File: src/rtl/game_pkg.sv
// Constants and types shared by the character motion path and the VGA renderer.
// The renderer unpacks char_data with the same field order that pack_char uses.
package game_pkg;

  localparam int COORD_W    = 16;
  localparam int CHAR_BUS_W = 64;

  localparam int SCREEN_W       = 640;
  localparam int SCREEN_H       = 480;
  localparam int SCREEN_FLOOR_Y = 460;
  localparam int SCREEN_CEIL_Y  = 80;

  typedef enum logic {
    GROUND = 1'b0,
    AIR    = 1'b1
  } motion_state_t;

  // Bus order, MSB first: {x_leng, y_leng, x, y}
  function automatic logic [CHAR_BUS_W-1:0] pack_char(
    input logic [COORD_W-1:0] x_leng,
    input logic [COORD_W-1:0] y_leng,
    input logic [COORD_W-1:0] x,
    input logic [COORD_W-1:0] y
  );
    return {x_leng, y_leng, x, y};
  endfunction

endpackage

File: src/rtl/btn_sync.sv
// Two-flop synchronizer for an active-low button, with a one-tick pulse when
// the synchronized level falls (button pressed).
module btn_sync (
  input  logic clk,
  input  logic srst,
  input  logic btn,
  output logic level,
  output logic fall
);

  logic meta_reg;
  logic sync_reg;
  logic hist_reg;

  // Released (high) after reset so a button already held is not seen as a press.
  always_ff @(posedge clk) begin
    if (srst) begin
      meta_reg <= 1'b1;
      sync_reg <= 1'b1;
      hist_reg <= 1'b1;
    end else begin
      meta_reg <= btn;
      sync_reg <= meta_reg;
      hist_reg <= sync_reg;
    end
  end

  assign level = sync_reg;
  assign fall  = hist_reg & ~sync_reg;

endmodule

File: src/rtl/char_motion_ctrl.sv
// Player-character motion: synchronized buttons drive horizontal stepping with
// edge clamps and a GROUND/AIR jump with constant gravity and a ceiling.
module char_motion_ctrl
  import game_pkg::*;
#(
  parameter int X_INIT  = 100,
  parameter int CHAR_W  = 40,
  parameter int CHAR_H  = 40,
  parameter int FLOOR_Y = SCREEN_FLOOR_Y,
  parameter int CEIL_Y  = SCREEN_CEIL_Y,
  parameter int STEP    = 20,
  parameter int X_MIN   = 20,
  parameter int X_MAX   = 550,
  parameter int JUMP_V0 = 24,
  parameter int GRAVITY = 2,
  parameter int V_MAX   = 24
) (
  input  logic                  action_clk,
  input  logic                  iRST,
  input  logic                  move_right,
  input  logic                  move_left,
  input  logic                  move_jump,
  output logic [CHAR_BUS_W-1:0] char_data,
  output logic                  on_ground,
  output logic                  landed
);

  localparam int SW = COORD_W + 1;

  localparam logic [COORD_W-1:0] X_INIT_C = COORD_W'(X_INIT);
  localparam logic [COORD_W-1:0] X_MIN_C  = COORD_W'(X_MIN);
  localparam logic [COORD_W-1:0] X_MAX_C  = COORD_W'(X_MAX);
  localparam logic [COORD_W-1:0] STEP_C   = COORD_W'(STEP);
  localparam logic [COORD_W-1:0] W_C      = COORD_W'(CHAR_W);
  localparam logic [COORD_W-1:0] H_C      = COORD_W'(CHAR_H);
  localparam logic [COORD_W-1:0] GROUND_Y = COORD_W'(FLOOR_Y - CHAR_H);
  localparam logic [COORD_W-1:0] CEIL_Y_C = COORD_W'(CEIL_Y);

  localparam logic signed [COORD_W-1:0] VY_JUMP = COORD_W'(-JUMP_V0);
  localparam logic signed [COORD_W-1:0] V_MAX_C = COORD_W'(V_MAX);
  localparam logic signed [SW-1:0] GROUND_Y_S = SW'(FLOOR_Y - CHAR_H);
  localparam logic signed [SW-1:0] CEIL_Y_S   = SW'(CEIL_Y);
  localparam logic signed [SW-1:0] V_MAX_S    = SW'(V_MAX);
  localparam logic signed [SW-1:0] GRAV_S     = SW'(GRAVITY);

  // Button order: 0 = right, 1 = left, 2 = jump (all active-low).
  logic [2:0] btn_raw;
  logic [2:0] btn_level;
  logic       jump_fall;
  logic [1:0] edge_unused;

  assign btn_raw = {move_jump, move_left, move_right};

  generate
    for (genvar gi = 0; gi < 3; gi++) begin : g_btn
      if (gi == 2) begin : g_jump
        btn_sync u_sync (
          .clk   (action_clk),
          .srst  (iRST),
          .btn   (btn_raw[gi]),
          .level (btn_level[gi]),
          .fall  (jump_fall)
        );
      end else begin : g_move
        btn_sync u_sync (
          .clk   (action_clk),
          .srst  (iRST),
          .btn   (btn_raw[gi]),
          .level (btn_level[gi]),
          .fall  (edge_unused[gi])
        );
      end
    end
  endgenerate

  motion_state_t             state_reg, state_next;
  logic [COORD_W-1:0]        x_reg, x_next;
  logic [COORD_W-1:0]        y_reg, y_next;
  logic signed [COORD_W-1:0] vy_reg, vy_next;
  logic                      landed_reg, landed_next;

  logic                 go_right;
  logic                 go_left;
  logic signed [SW-1:0] y_sum;
  logic signed [SW-1:0] vy_grav;

  assign go_right = ~btn_level[0] & btn_level[1];
  assign go_left  = ~btn_level[1] & btn_level[0];
  assign y_sum    = $signed({1'b0, y_reg}) + $signed({vy_reg[COORD_W-1], vy_reg});
  assign vy_grav  = $signed({vy_reg[COORD_W-1], vy_reg}) + GRAV_S;

  always_ff @(posedge action_clk) begin
    if (iRST) begin
      state_reg  <= GROUND;
      x_reg      <= X_INIT_C;
      y_reg      <= GROUND_Y;
      vy_reg     <= '0;
      landed_reg <= 1'b0;
    end else begin
      state_reg  <= state_next;
      x_reg      <= x_next;
      y_reg      <= y_next;
      vy_reg     <= vy_next;
      landed_reg <= landed_next;
    end
  end

  // Clamp tests are done before the add/subtract so x never wraps.
  always_comb begin
    x_next = x_reg;
    if (go_right) begin
      x_next = (x_reg >= X_MAX_C - STEP_C) ? X_MAX_C : x_reg + STEP_C;
    end else if (go_left) begin
      x_next = (x_reg <= X_MIN_C + STEP_C) ? X_MIN_C : x_reg - STEP_C;
    end
  end

  always_comb begin
    state_next  = state_reg;
    y_next      = y_reg;
    vy_next     = vy_reg;
    landed_next = 1'b0;
    unique case (state_reg)
      GROUND: begin
        y_next  = GROUND_Y;
        vy_next = '0;
        if (jump_fall) begin
          state_next = AIR;
          vy_next    = VY_JUMP;
        end
      end
      AIR: begin
        if (y_sum >= GROUND_Y_S) begin
          state_next  = GROUND;
          y_next      = GROUND_Y;
          vy_next     = '0;
          landed_next = 1'b1;
        end else if (y_sum < CEIL_Y_S) begin
          y_next  = CEIL_Y_C;
          vy_next = '0;
        end else begin
          y_next  = y_sum[COORD_W-1:0];
          vy_next = (vy_grav > V_MAX_S) ? V_MAX_C : vy_grav[COORD_W-1:0];
        end
      end
    endcase
  end

  always_comb begin
    char_data = pack_char(W_C, H_C, x_reg, y_reg);
    on_ground = (state_reg == GROUND);
    landed    = landed_reg;
  end

endmodule
File: config.mk
export PLATFORM = sky130hd
export DESIGN_NAME = char_motion_ctrl
export DESIGN_NICKNAME = d
export VERILOG_FILES = /design/src/rtl/game_pkg.sv /design/src/rtl/btn_sync.sv /design/src/rtl/char_motion_ctrl.sv
export SDC_FILE = /design/constraint.sdc
export NUM_CORES = 1
export LEC_CHECK = 0
export CELL_PAD_IN_SITES_DETAIL_PLACEMENT = 1
export CELL_PAD_IN_SITES_GLOBAL_PLACEMENT = 1
export CORE_UTILIZATION = 36
export CTS_BUF_LIST = sky130_fd_sc_hd__clkbuf_8 sky130_fd_sc_hd__clkbuf_16
export CTS_CLUSTER_DIAMETER = 50
export DETAILED_ROUTE_END_ITERATION = 10
export HOLD_SLACK_MARGIN = 0.08
export PLACE_DENSITY_LB_ADDON = 0.1
export SKIP_LAST_GASP = 1
export SYNTH_ARGS = -nofsm -noshare
export SYNTH_HDL_FRONTEND = slang
export SYNTH_SLANG_ARGS = --single-unit
File: constraint.sdc
create_clock -name action_clk -period 3.1 [get_ports action_clk]
set_input_delay 0.465 -clock action_clk [delete_from_list [all_inputs] [get_ports action_clk]]
set_output_delay 0.465 -clock action_clk [all_outputs]
set_load 0.1 [all_outputs]
==> summary.md, run 1 <==
| Metric | Value |
|---|---|
| Outcome | `completed` |
| Pre-CTS setup slack | `-0.147 ns` |
| Most frequent cell after synthesis | `dfxtp_1` |
| Post-Syn Area per Cell | `about 8.1 um2` |
| CP Data Required Time | `around 3.3 ns` |
| Compound-Gate Fraction of Synth Area | `about a quarter` |
| Warning count from the yosys run | `0` |
| Root Driver | `clkbuf_8` |
| H-tree Lvls | `2` |
| CP Class | `reg -> reg` |
| Adder-Cell Fraction of Synth Area | `approximately 6.4%` |
| Vias per cell | `5.27` |
| Power Internal | `a little under 1 mW` |
| Antenna diode count | `0` |
| Mux share of post-synthesis cell area | `0.637%` |
| Area delta synth->final | `21.4%` |
| Worst EP arrival | `roughly 3.2 ns` |
| P_sw | `around 0.67 mW` |
| Die width | `approximately 110 um` |
| Most used flip-flop cell after synthesis | `dfxtp_1` |
| Synth Register Bits | `54` |
| First-pass iteration count of the detailed router | `4` |
| Final worst slack | `between 0.1 and 0.15 ns` |
| CP startpoint kind | `flip-flop` |
| Nets | `569` |
| Final setup violation count | `0` |
| Final worst path period share | `about 97%` |
| Reg clk slew, reported paths | `approximately 0.11 ns` |
| Yosys top cell area share | `approximately 28%` |
| Critical path endpoint category | `flip-flop` |
| Sw frac | `about 41%` |
| Min-Delay Path Class | `reg -> reg` |
| Final wirelength | `between 10000 and 15000 um` |
| Synth cell types | `69` |
| Die ar. | `roughly 11000 um2` |
| Clock Latency Late Sink | `~0.32 ns` |
| DR vias | `roughly 3600` |
| Max Freq | `0.334 GHz` |
| GR Overflow Total | `0` |
| Largest area contributor in the netlist | `dfxtp_1` |
| Main area contributors after synthesis | `dfxtp_1 (28%), buf_4 (6.9%), ha_1 (6.4%), a21oi_1 (4.6%), o21ai_0 (3.6%)` |
| CTS sink count | `54` |
| Global-route wire length before repair | `around 18000 um` |
| Total negative setup slack | `0 ns` |
| Worst-Margin Slew | `between 0.6 and 0.7 ns` |
| Min cycle time layout | `roughly 3 ns` |
| Power, Total | `between 1.5 and 2 mW` |
| Initial Utilization | `between 30% and 40%` |
| IO buf count | `36` |
| Final HPWL DP | `about 8200 um` |
| Max IR drop VDD | `between 0.15 and 0.2 mV` |
| XOR/XNOR Fraction of Synth Area | `roughly 6.5%` |
| Leakage | `1.95 nW` |
| CTS Buffer Depth | `2` |
| Antenna violations before repair | `0` |
| Share of power burned in registers | `44.4%` |
| Number of synthesized flops with an enable pin | `0` |
| CTS tree | `built` |
| GR Util All Layers | `between 10% and 20%` |
| Vias in the first global route | `~3600` |
| Slew HR | `53.6%` |
| Share of post-route cells with drive strength above 1 | `between 20% and 30%` |
| FILL cells | `between 1000 and 1500` |
| Comb pwr share | `28.7%` |
| DR iter-0 viols | `100` |
| Largest net degree at the start of global routing | `37` |
| Simple-gate share of the synthesized area | `21.1%` |
| Crit path max fanout | `4` |
| RSZ-0062 raised after global routing | `yes` |
| TritonCTS buffer count | `5` |
| Syn Inst Count | `about 480` |
| Worst hold slack | `0.423 ns` |
| DR WL/cell | `about 16 um` |
| Core box area | `roughly 10000 um2` |
| Post-Syn Area | `just under 4000 um2` |
| Power density over the cells | `342 nW/um2` |
| I/O pin cnt | `between 70 and 80` |
| Fin. Hold Viols | `0` |
| Clock share of power | `between 20% and 30%` |
| Antenna Nets Post-Route | `0` |
| GPL Wtd Cong | `0.781` |
| Async set-reset flop share out of synthesis | `0%` |
| Fin Clk Skew | `about 0.0085 ns` |
| Max Slew Vio Count | `0` |
| Sequential element share of the synthesized area | `approximately 28%` |
| Max Cap Viol | `0` |
| Cell Rows | `37` |
| Post-synth top cells | `dfxtp_1 (54), a21oi_1 (36), buf_4 (36)` |
| Largest family of logic cells by synthesized area | `compound AO/OA/AOI/OAI gates` |
| DRC Markers | `0` |
| Vert. Die Dim | `roughly 110 um` |
[final timing paths]
kind                              startpoint                           end  slack, ns  cells after the start
min          g_btn[1].g_move.u_sync.meta_reg  g_btn[1].g_move.u_sync.level       0.42                      1
max reg2reg                         y_reg[2]                     vy_reg[4]       0.11                     10
max                                 y_reg[2]                     vy_reg[4]       0.11                     10
min reg2reg  g_btn[1].g_move.u_sync.meta_reg  g_btn[1].g_move.u_sync.level       0.42                      1
[cell usage in the layout (no fill, tap or decap), types with 8 or more instances in the layout]
| master | n |
|---|---|
| nand3_1 | 19 |
| nor2_1 | 32 |
| or3_1 | 8 |
| a21oi_1 | 33 |
| or2_2 | 8 |
| inv_1 | 18 |
| dfxtp_4 | 11 |
| a21o_1 | 9 |
| xor2_1 | 12 |
| xnor2_1 | 14 |
| nor3_1 | 23 |
| a211oi_1 | 9 |
| conb_1 | 41 |
| ha_1 | 15 |
| o21ai_0 | 27 |
| buf_4 | 73 |
| dfxtp_1 | 38 |
| nand2_1 | 24 |
[layer usage]
metal / vias up / wire length [um] / GRT usage, %
met5: - / 0 / 0
met4: 0 / 94 / 3.91
met3: 9 / 277 / 2.58
met2: 56 / 5650 / 36.9
met1: 1728 / 4820 / 22.7
li1: 1797 / - / -
[worst max-delay path, stage by stage, from the launching register on]
cell and delay, ns:
dfxtp_4 0.36, ha_1 0.33, a21oi_4 0.24, o221ai_2 0.15, a21o_1 0.23, mux2_4 0.31, a211o_4 0.37, o41ai_4 0.35
nand3b_4 0.13, buf_4 0.17, nor4_4 0.26
[power by group through the flow]
stage | registers (mW) | logic [mW] | clock network, mW
final | 0.725 | 0.469 | 0.438
after global placement | 0.739 | 0.456 | 0
after detailed placement | 0.739 | 0.460 | 0
after global routing | 0.728 | 0.495 | 0.493
after CTS | 0.724 | 0.465 | 0.467
after floorplan | 0.815 | 0.352 | 0
[repair_timing]
item / CTS / global route
resized for setup: 14 / 18
buffers inserted: 2 / 0
endpoints found under the setup margin: 16 / 24
hold buffers: 0 / 0
pin swaps: 3 / 6
[metrics by stage]
step	instance area (um2)	std cells	utilization (%)
after floorplan	4130	523	-
after global placement	4480	671	42.8
after detailed placement	4480	671	42.8
after CTS	4660	681	44.5
after global routing	4770	681	45.6
final	4770	681	45.6
[logic make-up (layout without fill, tap and decap cells)]
family	after synthesis	after routing
compound gates	139	139
xor+xnor	29	29
fa+ha+maj	20	20
buf+inv	82	104
flops	54	54
mux	2	2
other cells	2	41
simple gates	156	156
[area by class of cell]
type	count	area, um2	share of cell area [%]
Multi-Input combinational cell	387	2700	56.6
Sequential cell	54	1130	23.7
Tap cell	136	170	3.57
Clock buffer	5	68.8	1.44
Inverter	18	67.6	1.42
Clock inverter	3	28.8	0.603
Timing Repair Buffer	78	608	12.7
Power figures use the tool's default switching activity.
==> run 2: changes to the inputs <==
--- a/config.mk
+++ b/config.mk
@@ -5,15 +5,18 @@
 export SDC_FILE = /design/constraint.sdc
 export NUM_CORES = 1
 export LEC_CHECK = 0
+export ABC_AREA = 1
 export CELL_PAD_IN_SITES_DETAIL_PLACEMENT = 1
 export CELL_PAD_IN_SITES_GLOBAL_PLACEMENT = 1
-export CORE_UTILIZATION = 36
+export CORE_UTILIZATION = 34
 export CTS_BUF_LIST = sky130_fd_sc_hd__clkbuf_8 sky130_fd_sc_hd__clkbuf_16
 export CTS_CLUSTER_DIAMETER = 50
 export DETAILED_ROUTE_END_ITERATION = 10
 export HOLD_SLACK_MARGIN = 0.08
 export PLACE_DENSITY_LB_ADDON = 0.1
+export SETUP_SLACK_MARGIN = 0.4
 export SKIP_LAST_GASP = 1
 export SYNTH_ARGS = -nofsm -noshare
 export SYNTH_HDL_FRONTEND = slang
+export SYNTH_HIERARCHICAL = 1
 export SYNTH_SLANG_ARGS = --single-unit
==> run 2 against run 1 <==
The run now ends with DRC left. Largest cell class unchanged. Synthesized cell count up 39%. First-iteration DRC count up 120%. Final cell count up 26%. Combinational power up 21%. Maximum frequency up 21%.
==> summary.md, run 2 <==
| Metric | Value |
|---|---|
| Max Slew Vio Count | `0 (unchanged)` |
| CTS sink count | `54 (unchanged)` |
| Fin. Hold Viols | `0 (unchanged)` |
| Worst hold slack | `0.410 ns (was 0.423 ns)` |
| Nets | `739 (was 569)` |
| Global-route wire length before repair | `19900 um (was 17700 um)` |
| Power density over the cells | `413 nW/um2 (was 342 nW/um2)` |
| CP peak stage delay | `0.45 ns (was 0.37 ns)` |
| Comb pwr share | `29.4% (was 28.7%)` |
| CP Class | `reg -> reg (unchanged)` |
| DRC Markers | `5 (was 0)` |
| First-pass iteration count of the detailed router | `7 (was 4)` |
| DR WL/cell | `14.1 um (was 15.9 um)` |
| Min-delay src | `g_btn[1].g_move.u_sync/meta_reg (was g_btn[1].g_move.u_sync.meta_reg)` |
| H-tree Lvls | `2 (unchanged)` |
| RSZ-0062 raised after global routing | `yes (unchanged)` |
| DR vias | `4073 (was 3590)` |
| Syn Inst Count | `674 (was 484)` |
| Power, Total | `1.92 mW (was 1.63 mW)` |
| Crit-path cells | `ha_1 -> nand2_1 -> nand2_1 -> nor2_2 -> nand3_2 -> a21oi_4 -> xor2_4 -> nand2_2 -> nand2_4 -> nand2_4 -> nand2_1 -> inv_1 (was ha_1 -> a21oi_4 -> o221ai_2 -> a21o_1 -> mux2_4 -> a211o_4 -> o41ai_4 -> nand3b_4 -> buf_4 -> nor4_4)` |
| TritonCTS buffer count | `5 (unchanged)` |
| Final Cell Area | `4650 um2 (was 4770 um2)` |
| Final setup violation count | `0 (unchanged)` |
| Reg2Reg Depth | `12 (was 10)` |
| Fin Clk Skew | `0.00390 ns (was 0.00849 ns)` |
| Share of power burned in registers | `39.0% (was 44.4%)` |
| Antenna violations before repair | `0 (unchanged)` |
| Initial Utilization | `35.5% (was 37.6%)` |
| Worst-Margin Slew | `0.693 ns (was 0.691 ns)` |
| Post-Syn Area per Cell | `6.12 um2 (was 8.12 um2)` |
| Hold endpoint | `g_btn[1].g_move.u_sync/level (was g_btn[1].g_move.u_sync.level)` |
| Setup Fix Bufs, Post-CTS | `0 (was 2)` |
| Die ar. | `12600 um2 (was 11300 um2)` |
| Final worst path period share | `79.8% (was 96.5%)` |
| Max IR drop VDD | `0.227 mV (was 0.164 mV)` |
| Crit path max fanout | `13 (was 4)` |
| I/O pin cnt | `71 (unchanged)` |
| Critical path endpoint category | `flip-flop (unchanged)` |
| Vias per cell | `4.75 (was 5.27)` |
| Vias in the first global route | `4059 (was 3580)` |
| Total negative setup slack | `0 ns (unchanged)` |
| Most frequent cells in the layout | `nand2_1 (195), inv_1 (109), nor2_1 (52) (was buf_4 (73), conb_1 (41), dfxtp_1 (38))` |
| Final HPWL DP | `10100 um (was 8160 um)` |
| RR Endpoint | `vy_reg[6] (was vy_reg[4])` |
| Clock Latency Late Sink | `0.30 ns (was 0.32 ns)` |
| Root Driver | `clkbuf_16 (was clkbuf_8)` |
| Antenna diode count | `0 (unchanged)` |
| Most common cell after layout, fill and taps aside | `nand2_1 (was buf_4)` |
| Area delta synth->final | `12.8% (was 21.4%)` |
| Core box area | `11600 um2 (was 10500 um2)` |
| Max Cap Viol | `0 (unchanged)` |
| Share of post-route cells with drive strength above 1 | `12.0% (was 26.4%)` |
| Cell Rows | `39 (was 37)` |
| DR iter-0 viols | `217 (was 100)` |
| Antenna Nets Post-Route | `0 (unchanged)` |
| Failing checks | `DRC` |
| Outcome | `finished, violations left (was completed)` |
| GR Overflow Total | `0 (unchanged)` |
| CP startpoint kind | `flip-flop (unchanged)` |
| Largest net degree at the start of global routing | `25 (was 37)` |
| RR Startpoint | `vy_reg[11] (was y_reg[2])` |
| Sw frac | `41.6% (was 40.8%)` |
| CTS Buffer Depth | `2 (unchanged)` |
| Post-placement cell area | `4450 um2 (was 4480 um2)` |
| Clock share of power | `31.6% (was 26.8%)` |
| Vert. Die Dim | `112 um (was 106 um)` |
| Post-Syn Area | `4120 um2 (was 3930 um2)` |
| Worst EP arrival | `2.67 ns (was 3.23 ns)` |
| GR Util All Layers | `19.8% (was 19.3%)` |
| Die width | `112 um (was 106 um)` |
| P_sw | `0.800 mW (was 0.666 mW)` |
| CP Data Required Time | `3.30 ns (was 3.33 ns)` |
| Warning count from the yosys run | `6 (was 0)` |
| Slew HR | `53.7% (was 53.6%)` |
| Power Internal | `1.12 mW (was 0.965 mW)` |
| Min cycle time layout | `2.47 ns (was 2.99 ns)` |
| GPL Wtd Cong | `0.814 (was 0.781)` |
| Min-Delay Path Class | `reg -> reg (unchanged)` |
| Reg2reg setup slack | `0.63 ns (was 0.11 ns)` |
| IO buf count | `36 (unchanged)` |
| Most numerous cell on the critical path | `nand2_1` |
| CP max-delay cell | `dfxtp_1 (was a211o_4)` |
| Reg clk slew, reported paths | `0.08 ns (was 0.11 ns)` |
| Leakage | `2.48 nW (was 1.95 nW)` |
| Final wirelength | `12100 um (was 10800 um)` |
| CTS tree | `built (unchanged)` |
| Hold Crit Depth | `2 (was 1)` |
| Max Freq | `0.404 GHz (was 0.334 GHz)` |
## run 2: area by class of cell
type,count,area (um2)
fillers,1582,6960
clock buffers,5,125
multi-input cells,498,2480
repair buffers,38,295
clock inverters,3,28.8
inverters,117,439
flip-flops and latches,54,1100
well taps,143,179
## run 2: how the worst max path moves through the flow
stage | start | endpoint | slack, ns | cells after the start
after global placement | vy_reg[1] | y_reg[8] | 0.43 | 14
final | vy_reg[11] | vy_reg[6] | 0.63 | 12
after CTS | vy_reg[1] | y_reg[5] | 0.51 | 17
after global routing | vy_reg[5] | y_reg[2] | 0.39 | 16
after detailed placement | vy_reg[1] | y_reg[8] | 0.38 | 14
after floorplan | y_reg[4] | vy_reg[12] | 0.42 | 13
## run 2: power by group through the flow
stage,sequential (mW),combinational (mW),clock (mW)
global placement,0.765,0.559,0
CTS,0.750,0.565,0.622
floorplan,0.909,0.365,0
finish,0.750,0.566,0.607
detailed placement,0.766,0.564,0
global route,0.754,0.599,0.648
## run 2: metal layers
layer,share of wire [%],up-vias,track usage (%)
li1,-,2119,-
met1,53,1901,28.0
met2,44,46,32.7
met3,2.1,7,1.94
met4,0.86,0,4.27
met5,0,-,0
## run 2: repair_timing
| action | CTS | global route |
|---|---|---|
| pin swaps | 0 | 0 |
| gates resized for setup | 1 | 10 |
| setup endpoints to repair | 5 | 21 |
| hold buffers | 0 | 0 |
## run 2: through the flow
stage          util [%]  setup slack (ns)  cells
6_report           40.0             0.626    858
5_1_grt            40.0             0.393    858
4_1_cts            39.6             0.507    858
3_5_place_dp       38.3             0.375    850
3_3_place_gp       38.3             0.429    850
2_1_floorplan         -             0.417    713
## run 2: worst max-delay path: cells and delay by family (launching register included)
kind                     cells  cell delay (ns)
AO/OA/AOI/OAI                1             0.26
XOR/XNOR                     1             0.29
adder cells (fa/ha/maj)      1             0.35
buffers and inverters        1             0.05
flip-flops                   1             0.45
AND/OR/NAND/NOR              8             0.96
==> run 3: changes to the inputs <==
==> constraint.sdc (replaced) <==
create_clock -name action_clk -period 2.1 [get_ports action_clk]
set_input_delay 0.315 -clock action_clk [delete_from_list [all_inputs] [get_ports action_clk]]
set_output_delay 0.315 -clock action_clk [all_outputs]
set_load 0.1 [all_outputs]
==> run 3 against run 2 <==
Via count is 15% higher. The flow finishes with violations (DRC, setup timing). Largest power group unchanged. Clock-buffer cell count stayed put. Largest cell class unchanged. Register-to-register slack worse by 0.77 ns.
==> summary.md, run 3 (synthesized netlist as in run 2, its figures left out) <==
| Metric | Value |
|---|---|
| Outcome | `finished, violations left (unchanged)` |
| Failing checks | `DRC, setup timing (was DRC)` |
| H-tree Lvls | `2 (unchanged)` |
| CP Data Required Time | `2.30 ns (was 3.30 ns)` |
| Largest net degree at the start of global routing | `25 (unchanged)` |
| Area delta synth->final | `55.3% (was 12.8%)` |
| Setup crit start | `y_reg[9] (was vy_reg[11])` |
| GR Overflow Total | `0 (unchanged)` |
| Vias in the first global route | `4768 (was 4059)` |
| Min cycle time layout | `2.25 ns (was 2.47 ns)` |
| CTS sink count | `54 (unchanged)` |
| Die width | `112 um (unchanged)` |
| CP startpoint kind | `flip-flop (unchanged)` |
| I/O pin cnt | `71 (unchanged)` |
| Post-layout util | `55.1% (was 40.0%)` |
| Reg2reg setup slack | `-0.15 ns (was 0.63 ns)` |
| Final worst path period share | `107% (was 79.8%)` |
| Final HPWL DP | `10800 um (was 10100 um)` |
| Fin. Hold Viols | `0 (unchanged)` |
| Die ar. | `12600 um2 (unchanged)` |
| Global-route met1 utilization | `28.0% (about the same)` |
| Nets | `836 (was 739)` |
| Power density over the cells | `484 nW/um2 (was 413 nW/um2)` |
| Root Driver | `clkbuf_16 (unchanged)` |
| Slew HR | `64.6% (was 53.7%)` |
| Clock Latency Late Sink | `0.30 ns (about the same)` |
| Fin Clk Skew | `0.00326 ns (was 0.00390 ns)` |
| FILL cells | `1496 (was 1582)` |
| CTS Buffer Depth | `2 (unchanged)` |
| CTS tree | `built (unchanged)` |
| Final setup violation count | `24 (was 0)` |
| Antenna Nets Post-Route | `0 (unchanged)` |
| DR WL/cell | `16.1 um (was 14.1 um)` |
| Vias per cell | `4.92 (was 4.75)` |
| Antenna violations before repair | `0 (unchanged)` |
| Met2 usage in global routing | `43.4% (was 32.7%)` |
| Reg clk slew, reported paths | `0.07 ns (was 0.08 ns)` |
| Antenna diode count | `0 (unchanged)` |
| TritonCTS buffer count | `5 (unchanged)` |
| DR vias | `4697 (was 4073)` |
| Max IR drop VDD | `0.410 mV (was 0.227 mV)` |
| Vert. Die Dim | `112 um (unchanged)` |
| IO buf count | `36 (unchanged)` |
| DRC Markers | `6 (was 5)` |
| CP Class | `reg -> reg (unchanged)` |
| Worst hold slack | `0.411 ns (was 0.410 ns)` |
| Final wirelength | `15400 um (was 12100 um)` |
| RR Endpoint | `vy_reg[13] (was vy_reg[6])` |
| Hold Crit Depth | `2 (unchanged)` |
| GR Util All Layers | `23.3% (was 19.8%)` |
| Worst EP arrival | `2.45 ns (was 2.67 ns)` |
| Initial Utilization | `35.5% (unchanged)` |
| Final worst slack | `-0.146 ns (was 0.626 ns)` |
| Total negative setup slack | `-2.60 ns (was 0 ns)` |
| Pre-CTS setup slack | `-0.308 ns (was 0.375 ns)` |
| Critical path endpoint category | `flip-flop (unchanged)` |
| Share of post-route cells with drive strength above 1 | `46.6% (was 12.0%)` |
| Leakage | `3.10 nW (was 2.48 nW)` |
| Most common cell after layout, fill and taps aside | `nand2_1 (unchanged)` |
| Hold endpoint | `g_btn[1].g_move.u_sync/level (unchanged)` |
| Cell Rows | `39 (unchanged)` |
| DR iter-0 viols | `172 (was 217)` |
| Busiest metal layer after global routing | `met2 (unchanged)` |
| Crit path max fanout | `7 (was 13)` |
| Global-route wire length before repair | `23100 um (was 19900 um)` |
| Power, Total | `3.10 mW (was 1.92 mW)` |
| Min-delay src | `g_btn[1].g_move.u_sync/meta_reg (unchanged)` |
| Core box area | `11600 um2 (unchanged)` |
| GPL Wtd Cong | `0.865 (was 0.814)` |
| Most frequent cells in the layout | `nand2_1 (135), buf_4 (123), inv_1 (94) (was nand2_1 (195), inv_1 (109), nor2_1 (52))` |
| Met3 Use GR | `3.13% (was 1.94%)` |
| RR Startpoint | `y_reg[9] (was vy_reg[11])` |
| Min-Delay Path Class | `reg -> reg (unchanged)` |
| Reg2Reg Depth | `14 (was 12)` |
| Max Cap Viol | `0 (unchanged)` |
| Max Freq | `0.445 GHz (was 0.404 GHz)` |
| Worst-Margin Slew | `0.530 ns (was 0.693 ns)` |
| First-pass iteration count of the detailed router | `8 (was 7)` |
| RSZ-0062 raised after global routing | `yes (unchanged)` |
| Max Slew Vio Count | `0 (unchanged)` |
run 3: cell count changes in the layout (fill, tap and decap cells not counted), sizes merged:
cell / change
clkinv: -2
nand2: +1
clkinvlp: +3
inv: -2
buf: +95
nand3: +1
bufinv: +1
run 3: worst max-delay path by stage:
stage	end	slack [ns]	depth (start not counted)
after floorplan	vy_reg[12]	-0.09	15
after global placement	vy_reg[5]	-0.23	16
after detailed placement	y_reg[4]	-0.31	15
after CTS	vy_reg[1]	-0.07	16
after global routing	vy_reg[9]	-0.26	14
final	vy_reg[13]	-0.15	14
run 3: critical path, cell delays in order (launching register included):
cell and delay [ns]:
dfxtp_4 0.36, ha_4 0.27, nand2_2 0.07, nand2_2 0.05
inv_2 0.05, nor2_1 0.05, nor2_2 0.18, nand3_4 0.11
a21oi_4 0.24, xor2_4 0.29, nand2_4 0.11, nand2_8 0.13
nand2_8 0.10, nand2_2 0.09, inv_1 0.03
run 3: cell type report:
| type | count | area (um2) | share of cell area (%) |
|---|---|---|---|
| Clock inverter | 3 | 41.3 | 0.645 |
| Tap cell | 143 | 179 | 2.79 |
| Inverter | 117 | 463 | 7.23 |
| Timing Repair Buffer | 133 | 1020 | 16.0 |
| Multi-Input combinational cell | 500 | 3380 | 52.7 |
| Sequential cell | 54 | 1190 | 18.6 |
| Clock buffer | 5 | 125 | 1.95 |
run 3: timing repair:
item,in CTS,in global routing
setup endpoints to repair,37,40
cloned,2,1
pin swaps,31,61
hold buffers,0,0
resized for setup,109,121
setup buffers,9,17
run 3: metal layers:
metal	vias up	share of wire (%)
li1	2326	-
met1	2277	42
met2	78	54
met3	16	2.6
met4	0	1.4
met5	-	0
run 3: power by group:
part	internal [mW]	switching (mW)
Clock	0.560	0.411
Combinational	0.231	0.794
Sequential	1.05	0.0590
run 3: through the flow:
stage	area [um2]	instances
floorplan	4570	713
global placement	5230	918
detailed placement	5230	918
CTS	5840	937
global route	6400	955
finish	6400	955
